==> config.mk <==
export PLATFORM = sky130hd
export DESIGN_NAME = inta_sequencer
export DESIGN_NICKNAME = d
export VERILOG_FILES = /design/src/rtl/inta_sequencer.sv
export SDC_FILE = /design/constraint.sdc
export NUM_CORES = 1
export LEC_CHECK = 0
export CAP_MARGIN = 20
export CORE_ASPECT_RATIO = 0.9
export CORE_MARGIN = 3
export CORE_UTILIZATION = 50
export DETAILED_ROUTE_END_ITERATION = 10
export DONT_BUFFER_PORTS = 1
export GPL_TIMING_DRIVEN = 0
export PLACE_DENSITY = 0.66
export SLEW_MARGIN = 20
export SYNTH_ARGS = -nofsm -noshare
export SYNTH_HDL_FRONTEND = slang
export SYNTH_SLANG_ARGS = --single-unit
==> constraint.sdc <==
create_clock -name clk -period 2.3 [get_ports clk]
set_clock_uncertainty 0.2 [all_clocks]
set_input_delay 0.23 -clock clk [delete_from_list [all_inputs] [get_ports clk]]
set_output_delay 0.23 -clock clk [all_outputs]
set_load 0.02 [all_outputs]
==> src/rtl/inta_sequencer.sv <==
// INTA/EOI sequencer: raises INT, walks the two-pulse 8086 INTA cycle, drives the vector byte
// and issues one-hot EOI strobes from AEOI or OCW2 commands. All outputs registered.
module inta_sequencer #(
  parameter int SYNC_STAGES = 2
) (
  input  logic       clk,
  input  logic       rst_n,
  input  logic       inta_n,
  input  logic [7:0] highest_priority_interrupt,
  input  logic [7:0] in_service_register,
  input  logic [4:0] vector_base,
  input  logic       auto_eoi,
  input  logic       ocw2_write,
  input  logic [2:0] ocw2_eoi_mode,
  input  logic [2:0] ocw2_level,
  output logic       int_out,
  output logic       acknowledge,
  output logic [7:0] end_of_interrupt,
  output logic [7:0] data_out,
  output logic       data_oe
);

  typedef enum logic [2:0] {IDLE, PEND, ACK1, GAP, ACK2} state_t;

  state_t                 state_q, state_d;
  logic [SYNC_STAGES-1:0] sync_q;
  logic                   inta_d_q;
  logic                   inta_s, fall, rise;
  logic                   int_out_q, int_out_d;
  logic                   ack_q, ack_d;
  logic [7:0]             eoi_q, eoi_d;
  logic [7:0]             data_out_q, data_out_d;
  logic                   data_oe_q, data_oe_d;
  logic [2:0]             level_q, level_d;
  logic                   spurious_q, spurious_d;
  logic [7:0]             aeoi_eoi, ocw_eoi;

  // Lowest set index wins when the resolver output is not one-hot.
  function automatic logic [2:0] encode_lowest(input logic [7:0] v);
    encode_lowest = 3'd0;
    for (int i = 7; i >= 0; i--) begin
      if (v[i]) encode_lowest = 3'(i);
    end
  endfunction

  assign inta_s = sync_q[SYNC_STAGES-1];
  assign fall   = inta_d_q & ~inta_s;
  assign rise   = ~inta_d_q & inta_s;

  always_comb begin
    state_d    = state_q;
    int_out_d  = int_out_q;
    ack_d      = 1'b0;
    data_out_d = data_out_q;
    data_oe_d  = data_oe_q;
    level_d    = level_q;
    spurious_d = spurious_q;
    aeoi_eoi   = 8'd0;
    ocw_eoi    = 8'd0;

    case (state_q)
      IDLE: begin
        if (highest_priority_interrupt != 8'd0) begin
          state_d   = PEND;
          int_out_d = 1'b1;
        end
      end
      PEND: begin
        if (fall) begin
          state_d   = ACK1;
          int_out_d = 1'b0;
          if (highest_priority_interrupt == 8'd0) begin
            level_d    = 3'd7;
            spurious_d = 1'b1;
          end else begin
            level_d    = encode_lowest(highest_priority_interrupt);
            spurious_d = 1'b0;
            ack_d      = 1'b1;
          end
        end
      end
      ACK1: begin
        data_oe_d = 1'b0;
        if (rise) state_d = GAP;
      end
      GAP: begin
        if (fall) begin
          state_d    = ACK2;
          data_oe_d  = 1'b1;
          data_out_d = {vector_base, level_q};
        end
      end
      ACK2: begin
        if (rise) begin
          state_d    = IDLE;
          data_oe_d  = 1'b0;
          data_out_d = 8'd0;
          spurious_d = 1'b0;
          if (auto_eoi && !spurious_q) aeoi_eoi = 8'h01 << level_q;
        end
      end
      default: state_d = IDLE;
    endcase

    if (ocw2_write) begin
      case (ocw2_eoi_mode)
        3'b001:  ocw_eoi = in_service_register & (~in_service_register + 8'd1);
        3'b011:  ocw_eoi = 8'h01 << ocw2_level;
        default: ocw_eoi = 8'd0;
      endcase
    end

    eoi_d = aeoi_eoi | ocw_eoi;
  end

  always_ff @(posedge clk) begin
    if (!rst_n) begin
      state_q    <= IDLE;
      sync_q     <= '1;
      inta_d_q   <= 1'b1;
      int_out_q  <= 1'b0;
      ack_q      <= 1'b0;
      eoi_q      <= 8'd0;
      data_out_q <= 8'd0;
      data_oe_q  <= 1'b0;
      level_q    <= 3'd0;
      spurious_q <= 1'b0;
    end else begin
      state_q    <= state_d;
      sync_q     <= {sync_q[SYNC_STAGES-2:0], inta_n};
      inta_d_q   <= inta_s;
      int_out_q  <= int_out_d;
      ack_q      <= ack_d;
      eoi_q      <= eoi_d;
      data_out_q <= data_out_d;
      data_oe_q  <= data_oe_d;
      level_q    <= level_d;
      spurious_q <= spurious_d;
    end
  end

  assign int_out          = int_out_q;
  assign acknowledge      = ack_q;
  assign end_of_interrupt = eoi_q;
  assign data_out         = data_out_q;
  assign data_oe          = data_oe_q;

endmodule

==> flow_summary_export.csv, run 1 <==
group,metric,value,unit
timing,setup_viol,0,
routing,drc,0,
floorplan,pin_count,51,
floorplan,die_x,60.7,um
logic_synthesis,synth_area,1350,um^2
global_route,grt.total_usage,0.232,
finish,areaGrowthSynthToFinish,37.1,%
power,finalPower,1.14,mW
place,io_buffer_count,0,
floorplan,die_area,3350,um^2
worst_setup_path,crit_slowest_cell,"dlygate4sd3_1",
worst_setup_path,r2r_cells,6,
routing,ant_nets,0,
worst_setup_path,critPathMaxStageDelay,0.58,ns
timing,setup_ws,0.0392,ns
clock_network,post_cts_buffers,0,
timing,maxSlewViolCount,0,
logic_synthesis,synth_top_area_cell,"dfxtp_1",
hold_path,hp-class,"input pin to register",
timing,relSlewSlack,0.631,
clock_network,cts_tree,"done",
timing,rsz0062_at_grt,"yes",
logic_synthesis,synth_cell_types,43,
global_route,grt_max_degree,11,
hold_path,hold_depth,3,
worst_setup_path,cp-end-kind,"register",
global_route,overflow,0,
timing,tightest_slew,0.550,ns
floorplan,coreArea,2510,um^2
routing,wirelength,3610,um
finish,final_cell_mix,"dlygate4sd3_1 (34), dfxtp_1 (29), nor2_1 (15), inv_1 (10), mux2i_1 (10)",
place,finalWeightedCongestion,0.786,
logic_synthesis,synthTopCellsByArea,"dfxtp_1 (43%), mux2i_1 (7.4%), nor2_1 (4.2%)",
clock_network,cts.clk_slew.worst_paths,0.10,ns
worst_setup_path,crit_type,"input pin to register",
floorplan,start_util,0.536,
run,cap_violations,0,
logic_synthesis,syn_nets,180,
worst_setup_path,cp_num_buf_inv,2,
worst_setup_path,crit_family,"buffers and inverters",
finish,layout.nets,222,
logic_synthesis,ys.flop_type,"dfxtp_1",
worst_setup_path,worst-r2r-setup-slack,0.11,ns
routing,drtIter0Drc,110,
floorplan,die_h,55.2,um
global_route,grt_pass1_wl,5750,um
place,placed_cell_area,1380,um^2
timing,fin_crit,2.26,ns
finish,final_cells,219,
routing,dr.pass1.iters,4,
finish,drive_gt1_frac,0.0942,
floorplan,rows,17,
logic_synthesis,yosysWarnings,0,
global_route,antenna_found_initial,0,
routing,via_per_inst,5.87,
clock_network,cts.htree.levels,2,
place,preCtsSetupSlack,0.336,ns
timing,fin_setup_tns,0,ns
status,status,"completed",
logic_synthesis,synth_edf_count,0,
worst_setup_path,crit_required,2.38,ns
worst_setup_path,start_kind,"input pin",
timing,timing.final.crit_share,0.983,
power,peakVddDrop,0.505,mV
finish,layout_commonest_cell,"dlygate4sd3_1",
logic_synthesis,netlist_instances,148,
logic_synthesis,ys_seq_elements,29,
worst_setup_path,crit_cells,5,
clock_network,clock-sinks,29,
worst_setup_path,worst-path-max-fanout,3,
logic_synthesis,avgSynthCellArea,9.10,um^2
power,power-per-cell-area,617,nW/um^2
logic_synthesis,yosysTopAreaCellShare,0.431,
timing,fmax,442,MHz
timing,fin_hold_ws,0.0437,ns
place,dp_hpwl,2110,um
worst_setup_path,critPathArrivalTime,2.34,ns
routing,wl_per_cell,16.5,um
clock_network,cts_buffers,5,
logic_synthesis,seq_area_frac_synth,0.431,
clock_network,cts.path.max_buffers,2,
clock_network,ctsRootBufferMaster,"clkbuf_4",
place,dp_cells,176,
routing,num_vias,1285,
global_route,grt_pass1_vias,1274,
finish,final_cell_area,1850,um^2
worst_setup_path,crit_chain,"dlygate4sd3_1, nand4b_1, or4_4, o221ai_1, dlygate4sd3_1",
timing,hold_viol_final,0,
logic_synthesis,ys_async_sr_fraction,0,
power,power.leakage,0.780,nW
clock_network,clkLatencyLatePin,0.33,ns
finish,finish.utilization,0.735,
worst_setup_path,crit_top_cell,"dlygate4sd3_1",
finish,antenna_cells,0,
path summary, 6_finish.rpt:
path,start,to
worst max-delay path,ocw2_eoi_mode[2],end_of_interrupt[5]$_SDFF_PN0_
worst min-delay path,highest_priority_interrupt[2],acknowledge$_SDFF_PN0_
worst max register to register,state_q[1]$_SDFFE_PN0P_,end_of_interrupt[2]$_SDFF_PN0_
worst min register to register,sync_q[0]$_SDFF_PN1_,sync_q[1]$_SDFF_PN1_
what timing repair did:
action,4_1_cts,5_1_grt
endpoints found under the setup margin,0,3
gates resized for setup,0,5
hold buffers,34,2
hold endpoints to repair,21,1
state kept, by name (all words and copies together), names as in the netlist:
signal            count
acknowledge           1
data_oe               1
data_out              8
end_of_interrupt      8
int_out               1
inta_d_q              1
level_q               3
spurious_q            1
state_q               3
sync_q                2
kinds of logic after synthesis:
family | count (synthesis) | synth area share
muxes | 10 | 0.0744
and+or+nand+nor | 66 | 0.296
xor gates and xnor gates | 1 | 0.00651
buffers and inverters | 14 | 0.0400
AOI/OAI and AO/OA | 28 | 0.151
DFF | 29 | 0.431
tightest hold or removal path, stage by stage:
cell and delay, ns:
nor4_1 0.03, nand2_1 0.11, and3_1 0.17
metal layers:
layer / GRT usage / wire length (um)
met4: 0.121 / 140
met1: 0.251 / 1420
met2: 0.360 / 1720
met3: 0.117 / 324
met5: 0 / 0
cell type report:
class | count | area, um^2
inverter | 10 | 37.5
timing repair buffer | 35 | 353
multi-input combinational | 105 | 719
fill | 197 | 664
buffer | 4 | 17.5
clock buffer | 5 | 37.5
sequential | 29 | 581
clock inverter | 3 | 65.1
tap | 28 | 35.0
cells in the mapped netlist, drive strengths merged (3+ instances only):
cell,number
nand4b,3
a21boi,3
nor2,16
o21ai,3
dfxtp,29
nand2b,7
inv,10
clkbuf,3
nor3,4
nand2,4
a21oi,5
nor2b,7
nor3b,4
and3,4
nand3,4
mux2i,10
power by group:
group	internal (mW)	leakage, nW	total [mW]	switching [mW]
clock network	0.336	0.0552	0.519	0.183
registers	0.511	0.235	0.522	0.0119
logic	0.0578	0.490	0.0981	0.0403
Power figures use the tool's default switching activity.
==> run 2, diff against run 1 <==
--- a/config.mk
+++ b/config.mk
@@ -8,11 +8,11 @@
 export CAP_MARGIN = 20
 export CORE_ASPECT_RATIO = 0.9
 export CORE_MARGIN = 3
-export CORE_UTILIZATION = 50
+export CORE_UTILIZATION = 45
 export DETAILED_ROUTE_END_ITERATION = 10
 export DONT_BUFFER_PORTS = 1
 export GPL_TIMING_DRIVEN = 0
-export PLACE_DENSITY = 0.66
+export PLACE_DENSITY = 0.61
 export SLEW_MARGIN = 20
 export SYNTH_ARGS = -nofsm -noshare
 export SYNTH_HDL_FRONTEND = slang
==> run 2 against run 1 <==
Net effect:
- the run now ends with hold timing left
- hold slack got worse by 0.044 ns
- count of clock-buffer cells in the layout did not move
- final area fell by 1.9%
- setup slack improved by 0.092 ns
- core utilization fell by 8.7 points
- sequential power barely moved
- largest cell class unchanged
- largest power group unchanged
==> flow_summary_export.csv, run 2 (synthesized netlist as in run 1, its figures left out) <==
group,metric,value,unit
status,status,"complete, but fails checks",
routing,top_layer,"met4",
worst_setup_path,crit_top_cell,"dlygate4sd3_1",
run,cap_violations,0,
power,power.leakage,0.752,nW
clock_network,cts_buffers,5,
routing,drc,0,
timing,timing.final.crit_share,0.943,
worst_setup_path,crit_required,2.34,ns
routing,ant_nets,0,
clock_network,ctsRootBufferMaster,"clkbuf_4",
finish,layout.nets,221,
worst_setup_path,critPathArrivalTime,2.21,ns
floorplan,die_h,57.9,um
timing,hold_viol_final,1,
routing,met2_length,1690,um
worst_setup_path,crit_family,"buffers and inverters",
worst_setup_path,cp_num_buf_inv,3,
place,io_buffer_count,0,
clock_network,post_cts_buffers,0,
finish,areaGrowthSynthToFinish,34.5,%
timing,rsz0062_at_grt,"no",
place,dp_hpwl,2150,um
floorplan,coreArea,2790,um^2
finish,drive_gt1_frac,0.0947,
routing,wl_met3,341,um
global_route,grt_max_degree,11,
timing,setup_viol,0,
global_route,grt.total_usage,0.212,
finish,antenna_cells,0,
floorplan,die_x,63.7,um
worst_setup_path,crit_slowest_cell,"dlygate4sd3_1",
place,finalWeightedCongestion,0.742,
timing,fin_setup_tns,0,ns
routing,wl_per_cell,15.5,um
clock_network,cts.clk_slew.worst_paths,0.10,ns
global_route,grt_pass1_vias,1302,
timing,fin_hold_ws,-0.0000141,ns
global_route,grt_pass1_wl,5920,um
worst_setup_path,cp-end-kind,"register",
clock_network,cts_tree,"done",
worst_setup_path,worst-path-max-fanout,2,
clock_network,cts.htree.levels,2,
clock_network,clock-sinks,29,
timing,maxSlewViolCount,0,
timing,fmax,461,MHz
floorplan,pin_count,51,
floorplan,rows,18,
worst_setup_path,crit_chain,"dlygate4sd3_1, a32oi_1, dlygate4sd3_1, o2bb2ai_1, dlygate4sd3_1",
global_route,antenna_found_initial,0,
clock_network,clkLatencyLatePin,0.33,ns
hold_path,hp-class,"input pin to register",
timing,fin_crit,2.17,ns
timing,tightest_slew,0.531,ns
global_route,overflow,0,
routing,wirelength,3570,um
power,power-per-cell-area,513,nW/um^2
worst_setup_path,crit_type,"input pin to register",
routing,dr.pass1.iters,4,
status,violations,"hold timing",
floorplan,start_util,0.482,
routing,met1_length,1410,um
finish,final_cell_mix,"dlygate4sd3_1 (34), dfxtp_1 (29), nor2_1 (15), inv_1 (10), mux2i_1 (10)",
clock_network,cts.path.max_buffers,2,
routing,num_vias,1299,
routing,drtIter0Drc,76,
floorplan,die_area,3680,um^2
routing,via_per_inst,5.65,
worst_setup_path,critPathMaxStageDelay,0.58,ns
worst_setup_path,start_kind,"input pin",
timing,relSlewSlack,0.644,
finish,layout_commonest_cell,"dlygate4sd3_1",
power,peakVddDrop,0.369,mV
run 2: cell count changes in the layout (fill, tap and decap cells not counted), sizes merged:
| cell | before | now |
|---|---|---|
| clkbuf | 8 | 7 |
| clkinvlp | 0 | 1 |
| bufinv | 2 | 0 |
| clkinv | 1 | 2 |
run 2: what timing repair did:
action	CTS	global route
endpoints found under the hold margin	22	0
hold buffers	35	0
endpoints found under the setup margin	0	1
resized for setup	0	4
run 2: worst paths after layout:
kind / cells past startpoint / start / to / slack [ns]
setup / recovery: 5 / in_service_register[2] / end_of_interrupt[2]$_SDFF_PN0_ / 0.13
hold / removal: 3 / highest_priority_interrupt[2] / level_q[1]$_SDFFE_PN0P_ / -0.00001
setup reg to reg: 5 / state_q[2]$_SDFFE_PN0P_ / end_of_interrupt[2]$_SDFF_PN0_ / 0.21
hold reg to reg: 1 / sync_q[0]$_SDFF_PN1_ / sync_q[1]$_SDFF_PN1_ / 0.23
run 2: layout make-up:
class | count | area (um^2)
Clock inverter | 3 | 17.5
Multi-Input combinational cell | 105 | 722
Tap cell | 40 | 50.0
Inverter | 10 | 37.5
Clock buffer | 5 | 37.5
Buffer | 3 | 12.5
Timing Repair Buffer | 35 | 353
Fill cell | 256 | 982
Sequential cell | 29 | 581
run 2: power by group:
group	internal [mW]	switching [mW]
Combinational	0.0603	0.0413
Sequential	0.511	0.0133
Clock	0.115	0.188
Total	0.686	0.243
run 2: worst reg2reg max path: stages, from the launching register on:
cell and delay (ns):
dfxtp_1 0.44, nor3b_2 0.27, and4b_1 0.27, nor2b_1 0.18, o2bb2ai_1 0.12, dlygate4sd3_1 0.56
run 2: metrics by stage:
step,setup WS [ns],total power [mW],instances,utilization,area (um^2)
after floorplan,0.590,0.575,148,-,1350
after global placement,0.375,0.584,188,0.500,1400
after detailed placement,0.334,0.586,188,0.500,1400
after CTS,0.0203,0.928,231,0.645,1800
after global routing,0.0344,0.976,230,0.648,1810
final,0.131,0.929,230,0.648,1810
run 2: per-layer routing:
layer / up-vias / track usage
met5: - / 0
met4: 0 / 0.102
met3: 12 / 0.105
met2: 60 / 0.336
met1: 597 / 0.238
li1: 630 / -
